$ cat src/rtl/systolic_result_drain.sv
// Snapshots the systolic array's C matrix on output_ready, requantizes each element and streams it row-major.
// Optional rounding before the shift: define SYSTOLIC_DRAIN_ROUND_EN.
module systolic_result_drain #(
  parameter int BIT_WIDTH = 5,
  parameter int A_ROW     = 2,
  parameter int B_COL     = 2,
  parameter int ACC_WIDTH = BIT_WIDTH << 1,
  parameter int OUT_WIDTH = BIT_WIDTH,
  parameter int SHIFT     = 0,
  localparam int ROW_W    = ($clog2(A_ROW) > 0) ? $clog2(A_ROW) : 1,
  localparam int COL_W    = ($clog2(B_COL) > 0) ? $clog2(B_COL) : 1
) (
  input  logic                               clk,
  input  logic                               reset_n,
  input  logic                               mm_ready,
  input  logic [A_ROW*B_COL*ACC_WIDTH-1:0]   mm_C,
  output logic                               out_valid,
  input  logic                               out_ready,
  output logic [OUT_WIDTH-1:0]               out_data,
  output logic [ROW_W-1:0]                   out_row,
  output logic [COL_W-1:0]                   out_col,
  output logic                               out_last,
  output logic                               out_sat,
  output logic                               busy,
  output logic                               overrun,
  input  logic                               overrun_clr
);

  typedef enum logic {S_IDLE, S_STREAM} state_t;

  localparam logic [ROW_W-1:0] ROW_LAST = ROW_W'(A_ROW - 1);
  localparam logic [COL_W-1:0] COL_LAST = COL_W'(B_COL - 1);
  localparam logic             SINGLE   = (A_ROW * B_COL == 1);

  localparam logic signed [ACC_WIDTH:0] Q_MAX =
    {{(ACC_WIDTH - OUT_WIDTH + 2){1'b0}}, {(OUT_WIDTH - 1){1'b1}}};
  localparam logic signed [ACC_WIDTH:0] Q_MIN = ~Q_MAX;

`ifdef SYSTOLIC_DRAIN_ROUND_EN
  localparam logic [ACC_WIDTH:0]        RND_ONE = {{ACC_WIDTH{1'b0}}, 1'b1};
  // Half an LSB of the shifted result; zero when SHIFT==0 so rounding is a no-op.
  localparam logic signed [ACC_WIDTH:0] RND     = (RND_ONE << SHIFT) >> 1;
`endif

  // Returns {sat, data}.
  function automatic logic [OUT_WIDTH:0] requant(input logic [ACC_WIDTH-1:0] e);
    logic signed [ACC_WIDTH:0] t;
    t = signed'({e[ACC_WIDTH-1], e});
`ifdef SYSTOLIC_DRAIN_ROUND_EN
    t = t + RND;
`endif
    t = t >>> SHIFT;
    if (t > Q_MAX)      requant = {1'b1, Q_MAX[OUT_WIDTH-1:0]};
    else if (t < Q_MIN) requant = {1'b1, Q_MIN[OUT_WIDTH-1:0]};
    else                requant = {1'b0, t[OUT_WIDTH-1:0]};
  endfunction

  state_t                             r_state;
  state_t                             w_state_nxt;
  logic                               r_mm_ready_q;
  logic [A_ROW*B_COL*ACC_WIDTH-1:0]   r_snap;
  logic [ROW_W-1:0]                   r_row;
  logic [COL_W-1:0]                   r_col;
  logic [OUT_WIDTH-1:0]               r_data;
  logic                               r_last;
  logic                               r_sat;
  logic                               r_overrun;

  logic                               w_stream;
  logic                               w_start;
  logic                               w_xfer;
  logic                               w_end;
  logic                               w_capture;
  logic                               w_drop;
  logic [ROW_W-1:0]                   w_next_row;
  logic [COL_W-1:0]                   w_next_col;
  logic                               w_next_last;
  logic [ACC_WIDTH-1:0]               w_next_elem;
  logic [OUT_WIDTH:0]                 w_q_first;
  logic [OUT_WIDTH:0]                 w_q_next;

  always_comb begin
    w_stream  = (r_state == S_STREAM);
    w_start   = mm_ready & ~r_mm_ready_q;
    w_xfer    = w_stream & out_ready;
    w_end     = w_xfer & r_last;
    // A start coinciding with the final transfer is a clean back-to-back capture.
    w_capture = w_start & (~w_stream | w_end);
    w_drop    = w_start & w_stream & ~w_end;
  end

  always_ff @(posedge clk or negedge reset_n) begin
    if (!reset_n) begin
      r_state <= S_IDLE;
    end else begin
      r_state <= w_state_nxt;
    end
  end

  always_comb begin
    w_state_nxt = r_state;
    case (r_state)
      S_IDLE:   if (w_start) w_state_nxt = S_STREAM;
      S_STREAM: if (w_end && !w_start) w_state_nxt = S_IDLE;
      default:  w_state_nxt = S_IDLE;
    endcase
  end

  always_comb begin
    out_valid = (r_state == S_STREAM);
    busy      = (r_state == S_STREAM);
    out_data  = r_data;
    out_row   = r_row;
    out_col   = r_col;
    out_last  = r_last;
    out_sat   = r_sat;
    overrun   = r_overrun;
  end

  always_comb begin
    w_next_row = r_row;
    w_next_col = r_col + 1'b1;
    if (r_col == COL_LAST) begin
      w_next_col = '0;
      w_next_row = r_row + 1'b1;
    end
    w_next_last = (w_next_row == ROW_LAST) && (w_next_col == COL_LAST);
    w_next_elem = '0;
    for (int unsigned r = 0; r < A_ROW; r++) begin
      for (int unsigned c = 0; c < B_COL; c++) begin
        if (w_next_row == ROW_W'(r) && w_next_col == COL_W'(c)) begin
          w_next_elem = r_snap[(r*B_COL + c)*ACC_WIDTH +: ACC_WIDTH];
        end
      end
    end
    w_q_first = requant(mm_C[ACC_WIDTH-1:0]);
    w_q_next  = requant(w_next_elem);
  end

  always_ff @(posedge clk or negedge reset_n) begin
    if (!reset_n) begin
      r_mm_ready_q <= 1'b0;
      r_snap       <= '0;
      r_row        <= '0;
      r_col        <= '0;
      r_data       <= '0;
      r_last       <= 1'b0;
      r_sat        <= 1'b0;
    end else begin
      r_mm_ready_q <= mm_ready;
      if (w_capture) begin
        r_snap <= mm_C;
        r_row  <= '0;
        r_col  <= '0;
        r_data <= w_q_first[OUT_WIDTH-1:0];
        r_sat  <= w_q_first[OUT_WIDTH];
        r_last <= SINGLE;
      end else if (w_xfer && !r_last) begin
        r_row  <= w_next_row;
        r_col  <= w_next_col;
        r_data <= w_q_next[OUT_WIDTH-1:0];
        r_sat  <= w_q_next[OUT_WIDTH];
        r_last <= w_next_last;
      end else if (w_end) begin
        r_row  <= '0;
        r_col  <= '0;
        r_data <= '0;
        r_sat  <= 1'b0;
        r_last <= 1'b0;
      end
    end
  end

  always_ff @(posedge clk or negedge reset_n) begin
    if (!reset_n) begin
      r_overrun <= 1'b0;
    end else if (w_drop) begin
      r_overrun <= 1'b1;
    end else if (overrun_clr) begin
      r_overrun <= 1'b0;
    end
  end

endmodule

$ cat config.mk
export PLATFORM = sky130hd
export DESIGN_NAME = systolic_result_drain
export DESIGN_NICKNAME = d
export VERILOG_FILES = /design/src/rtl/systolic_result_drain.sv
export SDC_FILE = /design/constraint.sdc
export NUM_CORES = 1
export LEC_CHECK = 0
export BUFFER_PORTS_ARGS = -buffer_cell sky130_fd_sc_hd__buf_4
export CORE_UTILIZATION = 48
export CTS_BUF_LIST = sky130_fd_sc_hd__clkbuf_16
export CTS_CLUSTER_SIZE = 8
export DETAILED_ROUTE_END_ITERATION = 6
export PLACE_DENSITY_LB_ADDON = 0.25
export SYNTH_ARGS = -nofsm -noshare
export SYNTH_HDL_FRONTEND = slang
export SYNTH_SLANG_ARGS = --single-unit
export TNS_END_PERCENT = 30
$ cat constraint.sdc
create_clock -name clk -period 2.15 [get_ports clk]
set_input_delay 0.3225 -clock clk [delete_from_list [all_inputs] [get_ports clk]]
set_output_delay 0.3225 -clock clk [all_outputs]
set_load 0.01 [all_outputs]
==> run_results.csv, run 1 <==
group,metric,value,unit
layout,drive_gt1_share,34.71,%
critical_path,path_cells,"ha_1 > buf_4 > nand2_1 > o21ai_0 > a22o_1 > a21oi_4 > nor3_1 > o32a_1",
layout,fin_nets,339,
floorplan,io-pin-count,57,
synth,ys_seq_area_share,52.68,%
timing,finalSetupViolations,5,
critical_path,start_kind,"flip-flop",
clocking,cts_max_path_buffers,2,
timing,rsz0062_at_grt,"yes",
route,drt_wl_total,5683,um
power_and_ir_drop,p_leak,1.489,nW
timing,fin_skew,0.003555,ns
critical_path,cp.required,2.32,ns
power_and_ir_drop,power,4.908,mW
flow_run,maxCapViolations,0,
clocking,clockRootBuffer,"clkbuf_16",
clocking,ctsHoldBuffers,0,
grt,antenna_found_initial,0,
clocking,cts_sinks,52,
place,post-dp-hpwl,4002,um
critical_path,crit_type,"reg -> reg",
grt,grt_pass1_wl,9073,um
outcome,status,"complete, but fails checks",
timing,hold_viol,0,
power_and_ir_drop,switchingPower,1.790,mW
route,post_drt_wl_per_cell,15.87,um
critical_path,critPathMaxStageDelay,0.46,ns
power_and_ir_drop,peakVddDrop,0.6575,mV
power_and_ir_drop,power.share.clock,17.9,%
grt,grt_overflow,0,
timing,max_freq,443.6,MHz
layout,fillers,379,
critical_path,worstPathArrival,2.42,ns
grt,grt_pass1_vias,1854,
synth,synth_warnings,0,
floorplan,fp.dieH,73.73,um
power_and_ir_drop,p_comb_share,45.3,%
place,gp_congestion,0.8781,
clocking,clk_latency,0.29,ns
timing,fin_crit,2.254,ns
clocking,cts.clk_slew.worst_paths,0.06,ns
critical_path,critPathCaptureType,"flip-flop",
timing,fin_setup_tns,-0.4051,ns
timing,worstMarginPinSlew,0.6408,ns
route,drc,0,
route,dr.pass1.iters,4,
grt,grt_max_degree,53,
timing,maxSlewHeadroom,57.28,%
timing,worst_hold_slack,0.05702,ns
synth,synth_cell_types,33,
timing,slew_viol_final,0,
floorplan,dieArea,5436,sq um
clocking,htree_levels,2,
layout,n_antenna_cell,0,
power_and_ir_drop,swShare,36.46,%
synth,synth_edf_count,0,
critical_path,cp_max_fo,6,
route,postRouteAntennaNets,0,
power_and_ir_drop,seqPwrFrac,36.9,%
place,port_buffers,56,
synth,synth_cells,223,
floorplan,fp-row-count,25,
route,vias,1962,
route,drt-vias-per-instance,5.480,
critical_path,cp_slowest_cell,"dfrtp_2",
clocking,numCtsBuffers,5,
floorplan,fp.coreArea,4848,sq um
timing,finalCritPeriodShare,104.8,%
floorplan,start_util,50.94,%
synth,syn_area,2470,sq um
route,dr.first_iter.drc_count,145,
grt,gr-usage-all-layers,22.50,%
synth,synth_seq_cells,52,
hold_path,hold_class,"in -> async",
outcome,violations,"setup timing",
synth,synth_ff_type,"dfrtp_1",
synth,ys_async_sr_fraction,100.0,%
layout,area_growth,33.94,%
timing,finalWorstSetupSlack,-0.1042,ns
power_and_ir_drop,cell_internal_pwr,3.119,mW
synth,synthesis.nets,272,
floorplan,die_x,73.73,um
synth,avgSynthCellArea,11.08,sq um
power_and_ir_drop,powerDensity,1484,nW/um^2
clocking,cts_tree,"done",
synthesized netlist by cell type (all sizes together) (6+ instances only):
cell type	count	area, sq um
a21oi	21	105.1
buf	9	48.79
dfrtp	52	1301
inv	9	33.78
mux2	37	416.7
nand2	23	86.33
nand3b	8	60.06
nor2	10	40.04
nor3	6	30.03
o21ai	11	55.05
o22ai	6	43.79
sequential cells by signal (all words and copies together), names as in the netlist:
signal,flops
out_data,5
r_mm_ready_q,1
out_sat,1
out_row,1
out_last,1
r_snap,40
out_col,1
overrun,1
busy,1
cell usage in the layout, fill, tap and decap left out, types with 2 or more instances in the layout:
master | netlist | final
dfrtp_2 | 0 | 2
o221ai_1 | 2 | 2
nand3b_1 | 8 | 8
ha_4 | 0 | 3
nor2_1 | 9 | 8
o22ai_1 | 5 | 2
clkbuf_16 | 0 | 5
dfrtp_1 | 52 | 50
buf_4 | 2 | 73
a21oi_4 | 0 | 2
inv_4 | 0 | 2
a21oi_1 | 21 | 19
nor3_1 | 6 | 6
o32a_1 | 4 | 4
o21ai_0 | 6 | 6
nand2b_1 | 2 | 2
o22ai_2 | 1 | 4
nand2_1 | 23 | 23
a31oi_1 | 4 | 4
inv_1 | 8 | 7
mux2_1 | 37 | 37
o21ai_1 | 5 | 5
power by group through the flow:
stage | sequential [mW] | combinational [mW] | clock [mW]
2_1_floorplan | 1.73 | 1.31 | 0
3_3_place_gp | 1.78 | 1.93 | 0
3_5_place_dp | 1.80 | 1.97 | 0
4_1_cts | 1.79 | 2.10 | 0.888
5_1_grt | 1.87 | 2.42 | 0.924
6_report | 1.81 | 2.22 | 0.877
path summary, 6_finish.rpt:
path                            start           end  slack, ns  depth (start not counted)
max in group asynchronous     reset_n       out_row       1.63                          1
min in group clk             mm_ready  r_mm_ready_q       0.15                          1
max                           out_row   out_data[3]      -0.10                          8
min                           reset_n       overrun       0.06                          1
max reg2reg                   out_row   out_data[3]      -0.10                          8
min reg2reg                r_snap[12]    r_snap[12]       0.49                          1
cells by family after synthesis:
| logic type | after synthesis | synth area share, % |
|---|---|---|
| adder cells (fa/ha/maj) | 4 | 2.026 |
| buffers and inverters | 22 | 3.951 |
| flip-flops | 52 | 52.68 |
| multiplexers | 37 | 16.87 |
| AO/OA/AOI/OAI | 51 | 12.56 |
| AND/OR/NAND/NOR | 57 | 11.90 |
timing repair:
action | in CTS | in global routing
setup buffers | 2 | 0
endpoints found under the setup margin | 5 | 5
pin swaps | 7 | 3
resized for setup | 8 | 6
worst max-delay path, delay by kind of cell, from the launching register on:
| kind | cells | cell delay (ns) |
|---|---|---|
| buffers and inverters | 1 | 0.18 |
| AND/OR/NAND/NOR | 2 | 0.16 |
| flip-flops | 1 | 0.46 |
| adder cells (fa/ha/maj) | 1 | 0.29 |
| AO/OA/AOI/OAI | 4 | 1.05 |
final cells by class:
| type | instances | area (sq um) | area share, % |
|---|---|---|---|
| sequential | 52 | 1304 | 39.41 |
| multi-input combinational | 149 | 1170 | 35.36 |
| timing repair buffer | 73 | 548.0 | 16.57 |
| clock buffer | 5 | 125.1 | 3.782 |
| tap | 67 | 83.83 | 2.534 |
| clock inverter | 3 | 38.79 | 1.172 |
| inverter | 9 | 38.79 | 1.172 |
routing by layer:
metal	vias to the layer above	GRT usage [%]	part of all wire, %
li1	922	-	-
met2	54	35.47	48
met3	8	4.801	3.9
met1	978	31.61	47
met5	-	0	0
met4	0	5.769	1.1
metrics by stage:
step	cell area [sq um]	instances	utilization [%]	setup WS (ns)
after CTS	3278	358	67.61	-0.03118
after global routing	3308	358	68.23	-0.1752
after detailed placement	3054	348	62.99	-0.1325
final	3308	358	68.23	-0.1042
after global placement	3054	348	62.99	-0.07182
after floorplan	2494	223	-	0.02133
Note: power is estimated with default switching activity, not from simulation.
==> run 2: changes to the inputs <==
--- a/config.mk
+++ b/config.mk
@@ -13,2 +13,3 @@
 export PLACE_DENSITY_LB_ADDON = 0.25
+export SKIP_LAST_GASP = 1
 export SYNTH_ARGS = -nofsm -noshare
==> constraint.sdc (replaced) <==
create_clock -name clk -period 2.15 [get_ports clk]
set_input_delay 0.215 -clock clk [delete_from_list [all_inputs] [get_ports clk]]
set_output_delay 0.215 -clock clk [all_outputs]
set_load 0.01 [all_outputs]
==> run 2 against run 1 <==
  * Clock power about the same
  * Clock-buffer cell count unchanged
  * The flow still finishes with violations (setup timing)
  * Combinational power hardly changed
  * Highest routed layer unchanged
  * Critical endpoint unchanged
==> run_results.csv, run 2 (synthesis results as in run 1) <==
group,metric,value,unit
layout,n_antenna_cell,0,
clocking,cts.clk_slew.worst_paths,0.06,ns
critical_path,worstPathArrival,2.42,ns
timing,finalSetupViolations,5,
route,post_drt_wl_per_cell,15.70,um
grt,gr-usage-all-layers,22.51,%
timing,maxSlewHeadroom,57.34,%
grt,grt_pass1_vias,1848,
timing,max_freq,443.8,MHz
layout,layout_common_cells,"buf_4 (73), dfrtp_1 (50), mux2_1 (37)",
floorplan,die_x,73.73,um
outcome,status,"complete, but fails checks",
critical_path,critPathCaptureType,"flip-flop",
clocking,clk_latency,0.29,ns
route,drt-vias-per-instance,5.471,
critical_path,crit_type,"reg -> reg",
floorplan,fp.coreArea,4848,sq um
place,place_area,3054,sq um
layout,final_common_cell,"buf_4",
floorplan,start_util,50.94,%
power_and_ir_drop,p_leak,1.493,nW
place,dp_slack,-0.1325,ns
critical_path,start_kind,"flip-flop",
clocking,cts_tree,"done",
floorplan,fp-row-count,25,
hold_path,hold_class,"in -> reg",
floorplan,fp.dieH,73.73,um
timing,fin_crit,2.253,ns
timing,hold_viol,0,
outcome,violations,"setup timing",
grt,antenna_found_initial,0,
route,dr.pass1.iters,4,
grt,grt_pass1_wl,9073,um
timing,finalCritPeriodShare,104.8,%
critical_path,crit_buf_inv,1,
layout,fin_nets,340,
grt,grt_max_degree,53,
route,vias,1964,
power_and_ir_drop,peakVddDrop,0.6571,mV
clocking,cts_max_path_buffers,2,
layout,top_register,"r_snap",
timing,fin_skew,0.004667,ns
power_and_ir_drop,powerDensity,1478,nW/um^2
critical_path,critPathMaxStageDelay,0.46,ns
route,drc,0,
clocking,numCtsBuffers,5,
layout,drive_gt1_share,34.59,%
critical_path,cp_slowest_cell,"dfrtp_2",
grt,grt_overflow,0,
critical_path,cp_max_fo,6,
layout,largest_register_ffs,40,
timing,slew_viol_final,0,
route,dr.first_iter.drc_count,123,
timing,worstMarginPinSlew,0.6399,ns
floorplan,io-pin-count,57,
critical_path,path_cells,"ha_1 > buf_4 > nand2_1 > o21ai_0 > a22o_1 > a21oi_4 > nor3_1 > o32a_1",
clocking,cts_sinks,52,
layout,fillers,378,
place,post-dp-hpwl,4002,um
critical_path,reg2reg_slack,-0.10,ns
clocking,clockRootBuffer,"clkbuf_16",
timing,finalWorstSetupSlack,-0.1031,ns
layout,area_growth,34.35,%
place,gp_congestion,0.8781,
place,port_buffers,56,
layout,final_area,3318,sq um
critical_path,crit_family,"compound AO/OA/AOI/OAI gates",
route,postRouteAntennaNets,0,
flow_run,maxCapViolations,0,
route,drt_wl_total,5638,um
critical_path,cp.required,2.32,ns
floorplan,dieArea,5436,sq um
clocking,htree_levels,2,
timing,rsz0062_at_grt,"yes",
run 2: final timing paths:
path                                 start      endpoint  cells after the start
worst max-delay path               out_row   out_data[3]                      8
worst min-delay path              mm_ready  r_mm_ready_q                      1
worst max register to register     out_row   out_data[3]                      8
worst min register to register  r_snap[12]    r_snap[12]                      1
max in group asynchronous          reset_n       out_row                      2
min in group asynchronous          reset_n       overrun                      2
run 2: per-layer routing:
layer	vias to the layer above	track usage (%)	wire length, um
met5	-	0	0
li1	925	-	-
met1	978	31.73	2633
met2	53	35.37	2715
met4	0	5.769	63
met3	8	4.801	225
run 2: timing repair:
item,in CTS,in global routing
endpoints found under the hold margin,52,0
resized for setup,8,6
hold buffers,1,0
setup endpoints to repair,5,5
buffers inserted,2,0
pin swaps,7,3
run 2: through the flow:
| step | setup TNS, ns | hold WS, ns | instances | util (%) | power [mW] |
|---|---|---|---|---|---|
| 2_1_floorplan | 0 | -0.08059 | 223 | - | 3.034 |
| 3_3_place_gp | -0.2691 | 0.2822 | 348 | 62.99 | 3.703 |
| 3_5_place_dp | -0.4903 | 0.2828 | 348 | 62.99 | 3.770 |
| 4_1_cts | -0.1149 | 0.04199 | 359 | 67.82 | 4.788 |
| 5_1_grt | -0.8075 | 0.04463 | 359 | 68.44 | 5.210 |
| 6_report | -0.4107 | 0.04555 | 359 | 68.44 | 4.903 |
run 2: layout make-up:
cell class	instances	area (sq um)	area share, %
timing repair buffer	74	558.0	16.82
clock inverter	3	38.79	1.169
tap	67	83.83	2.526
clock buffer	5	125.1	3.771
sequential	52	1304	39.29
inverter	9	38.79	1.169
multi-input combinational	149	1170	35.26
run 2: worst register-to-register path: cells and delay by family, from the launching register on:
| kind | cells | cell delay [ns] |
|---|---|---|
| flops | 1 | 0.46 |
| buf+inv | 1 | 0.18 |
| compound gates | 4 | 1.05 |
| simple gates | 2 | 0.16 |
| fa+ha+maj | 1 | 0.30 |
run 2: where the power goes:
group          switching, mW  internal, mW  total (mW)
clock network          0.333         0.543       0.876
registers              0.338          1.47        1.81
logic                   1.11          1.11        2.22
==> run 3: changes to the inputs <==
CORE_ASPECT_RATIO = 1.75   (was not set)
==> run 3 against run 2 <==
  * Clock power decreased by 14%
  * Sequential share of layout area increased by 0.36 points
  * Non-clock buffer count stayed put
  * Sequential power about the same
  * Critical path type unchanged
  * Cell area shrank 0.91%
  * Clock skew decreased by 0.00060 ns
  * The run still ends with setup timing left
  * Global-route usage decreased by 0.77 points
  * Core utilization decreased by 2.4 points
  * Combinational power is 2% higher
  * First-iteration DRC count shrank 63%
==> run_results.csv, run 3 (synthesis results as in run 1) <==
group,metric,value,unit
outcome,status,"complete, but fails checks",
outcome,violations,"setup timing",
grt,grt_overflow,0,
grt,grt_pass1_vias,1987,
flow_run,maxCapViolations,0,
critical_path,worstPathArrival,2.36,ns
power_and_ir_drop,seqPwrFrac,37.1,%
layout,n_antenna_cell,0,
floorplan,die_x,56.23,um
critical_path,critPathMostFrequentCell,"nor2_4",
power_and_ir_drop,power,4.799,mW
power_and_ir_drop,swShare,36.27,%
critical_path,start_kind,"flip-flop",
timing,fin_setup_tns,-0.1111,ns
power_and_ir_drop,peakVddDrop,0.9138,mV
floorplan,dieArea,5448,sq um
layout,fin_nets,340,
route,dr.pass1.iters,4,
route,vias,1928,
route,drt_wl_total,5552,um
critical_path,cp_slowest_cell,"dfrtp_2",
power_and_ir_drop,cell_internal_pwr,3.058,mW
layout,top_register,"r_snap",
critical_path,crit_buf_inv,2,
critical_path,cp_max_fo,4,
critical_path,path_cells,"ha_4 > buf_6 > nor2_4 > buf_4 > a31oi_1 > or4_4 > nor2_4 > nor3b_4 > o32a_1",
timing,fin_skew,0.004065,ns
clocking,cts_tree,"done",
layout,area_growth,33.13,%
floorplan,start_util,49.62,%
floorplan,fp.dieH,96.89,um
clocking,cts.clk_slew.worst_paths,0.07,ns
route,post_drt_wl_per_cell,16.09,um
layout,final_common_cell,"buf_4",
timing,maxSlewHeadroom,56.51,%
power_and_ir_drop,powerDensity,1460,nW/um^2
grt,gr-usage-all-layers,21.74,%
power_and_ir_drop,p_leak,1.481,nW
timing,finalCritPeriodShare,101.7,%
critical_path,crit_family,"simple AND/OR/NAND/NOR gates",
power_and_ir_drop,p_comb_share,47.3,%
hold_path,hold_class,"in -> reg",
critical_path,critPathCaptureType,"flip-flop",
critical_path,crit_type,"reg -> reg",
route,dr.first_iter.drc_count,45,
layout,layout_common_cells,"buf_4 (71), dfrtp_1 (50), mux2_1 (37)",
timing,slew_viol_final,0,
place,port_buffers,56,
layout,largest_register_ffs,40,
route,drc,0,
timing,hold_viol,0,
critical_path,critPathMaxStageDelay,0.45,ns
timing,worstMarginPinSlew,0.6523,ns
power_and_ir_drop,power.share.clock,15.6,%
grt,grt_pass1_wl,9259,um
clocking,htree_levels,2,
place,gp_congestion,0.7800,
clocking,clk_latency,0.29,ns
layout,utilization,66.06,%
clocking,numCtsBuffers,5,
layout,drive_gt1_share,34.36,%
power_and_ir_drop,switchingPower,1.741,mW
floorplan,fp-row-count,34,
timing,max_freq,457.2,MHz
route,drt-vias-per-instance,5.588,
clocking,cts_sinks,52,
floorplan,io-pin-count,57,
timing,fin_crit,2.187,ns
timing,finalSetupViolations,4,
timing,worst_hold_slack,0.04249,ns
timing,rsz0062_at_grt,"yes",
timing,finalWorstSetupSlack,-0.03703,ns
grt,antenna_found_initial,0,
route,postRouteAntennaNets,0,
clocking,clockRootBuffer,"clkbuf_16",
critical_path,cp.required,2.32,ns
place,dp_slack,-0.1043,ns
grt,grt_max_degree,53,
floorplan,fp.coreArea,4977,sq um
place,post-dp-hpwl,3993,um
clocking,cts_max_path_buffers,2,
[run 3: cell type report]
cell class                 count  area (sq um)
fill                         403          1689
sequential                    52          1304
multi-input combinational    149          1176
timing repair buffer          74         565.5
clock buffer                   5         125.1
tap                           54         67.56
inverter                       9         41.29
clock inverter                 2         8.758
[run 3: worst paths after layout]
| path | start | endpoint | slack [ns] | cells after the start |
|---|---|---|---|---|
| setup / recovery | out_row | out_data[0] | -0.04 | 9 |
| hold / removal | mm_ready | r_mm_ready_q | 0.04 | 1 |
| setup reg to reg | out_row | out_data[0] | -0.04 | 9 |
| hold reg to reg | r_snap[0] | r_snap[0] | 0.49 | 1 |
| max in group asynchronous | reset_n | out_row | 1.18 | 2 |
| min in group asynchronous | reset_n | r_snap[30] | 0.49 | 2 |
[run 3: metrics by stage]
stage | cells | instance area (sq um)
6_report | 345 | 3288
5_1_grt | 345 | 3288
4_1_cts | 344 | 3254
3_5_place_dp | 333 | 3023
3_3_place_gp | 333 | 3023
2_1_floorplan | 223 | 2494
[run 3: per-layer routing]
layer	track usage, %	vias to the layer above	wire (um)
li1	-	928	-
met1	26.83	926	2292
met2	37.00	66	2908
met3	3.743	8	224
met4	9.006	0	127
met5	0	-	0
[run 3: power by group through the flow]
stage	registers (mW)	logic, mW	clock network [mW]
6_report	1.78	2.27	0.749
5_1_grt	1.84	2.48	0.797
4_1_cts	1.77	2.18	0.763
3_5_place_dp	1.78	1.98	0
3_3_place_gp	1.76	1.91	0
2_1_floorplan	1.73	1.31	0
[run 3: what timing repair did]
item,CTS,global route
setup buffers,3,1
pin swaps,12,2
hold buffers,1,0
hold endpoints to repair,52,0
setup endpoints to repair,4,5
gates resized for setup,12,6
[run 3: worst register-to-register path, delay by kind of cell (launching register included)]
family,cells,cell delay [ns]
buffers and inverters,2,0.25
and+or+nand+nor,4,0.77
AOI/OAI and AO/OA,2,0.39
adders and majority gates,1,0.20
DFF,1,0.45
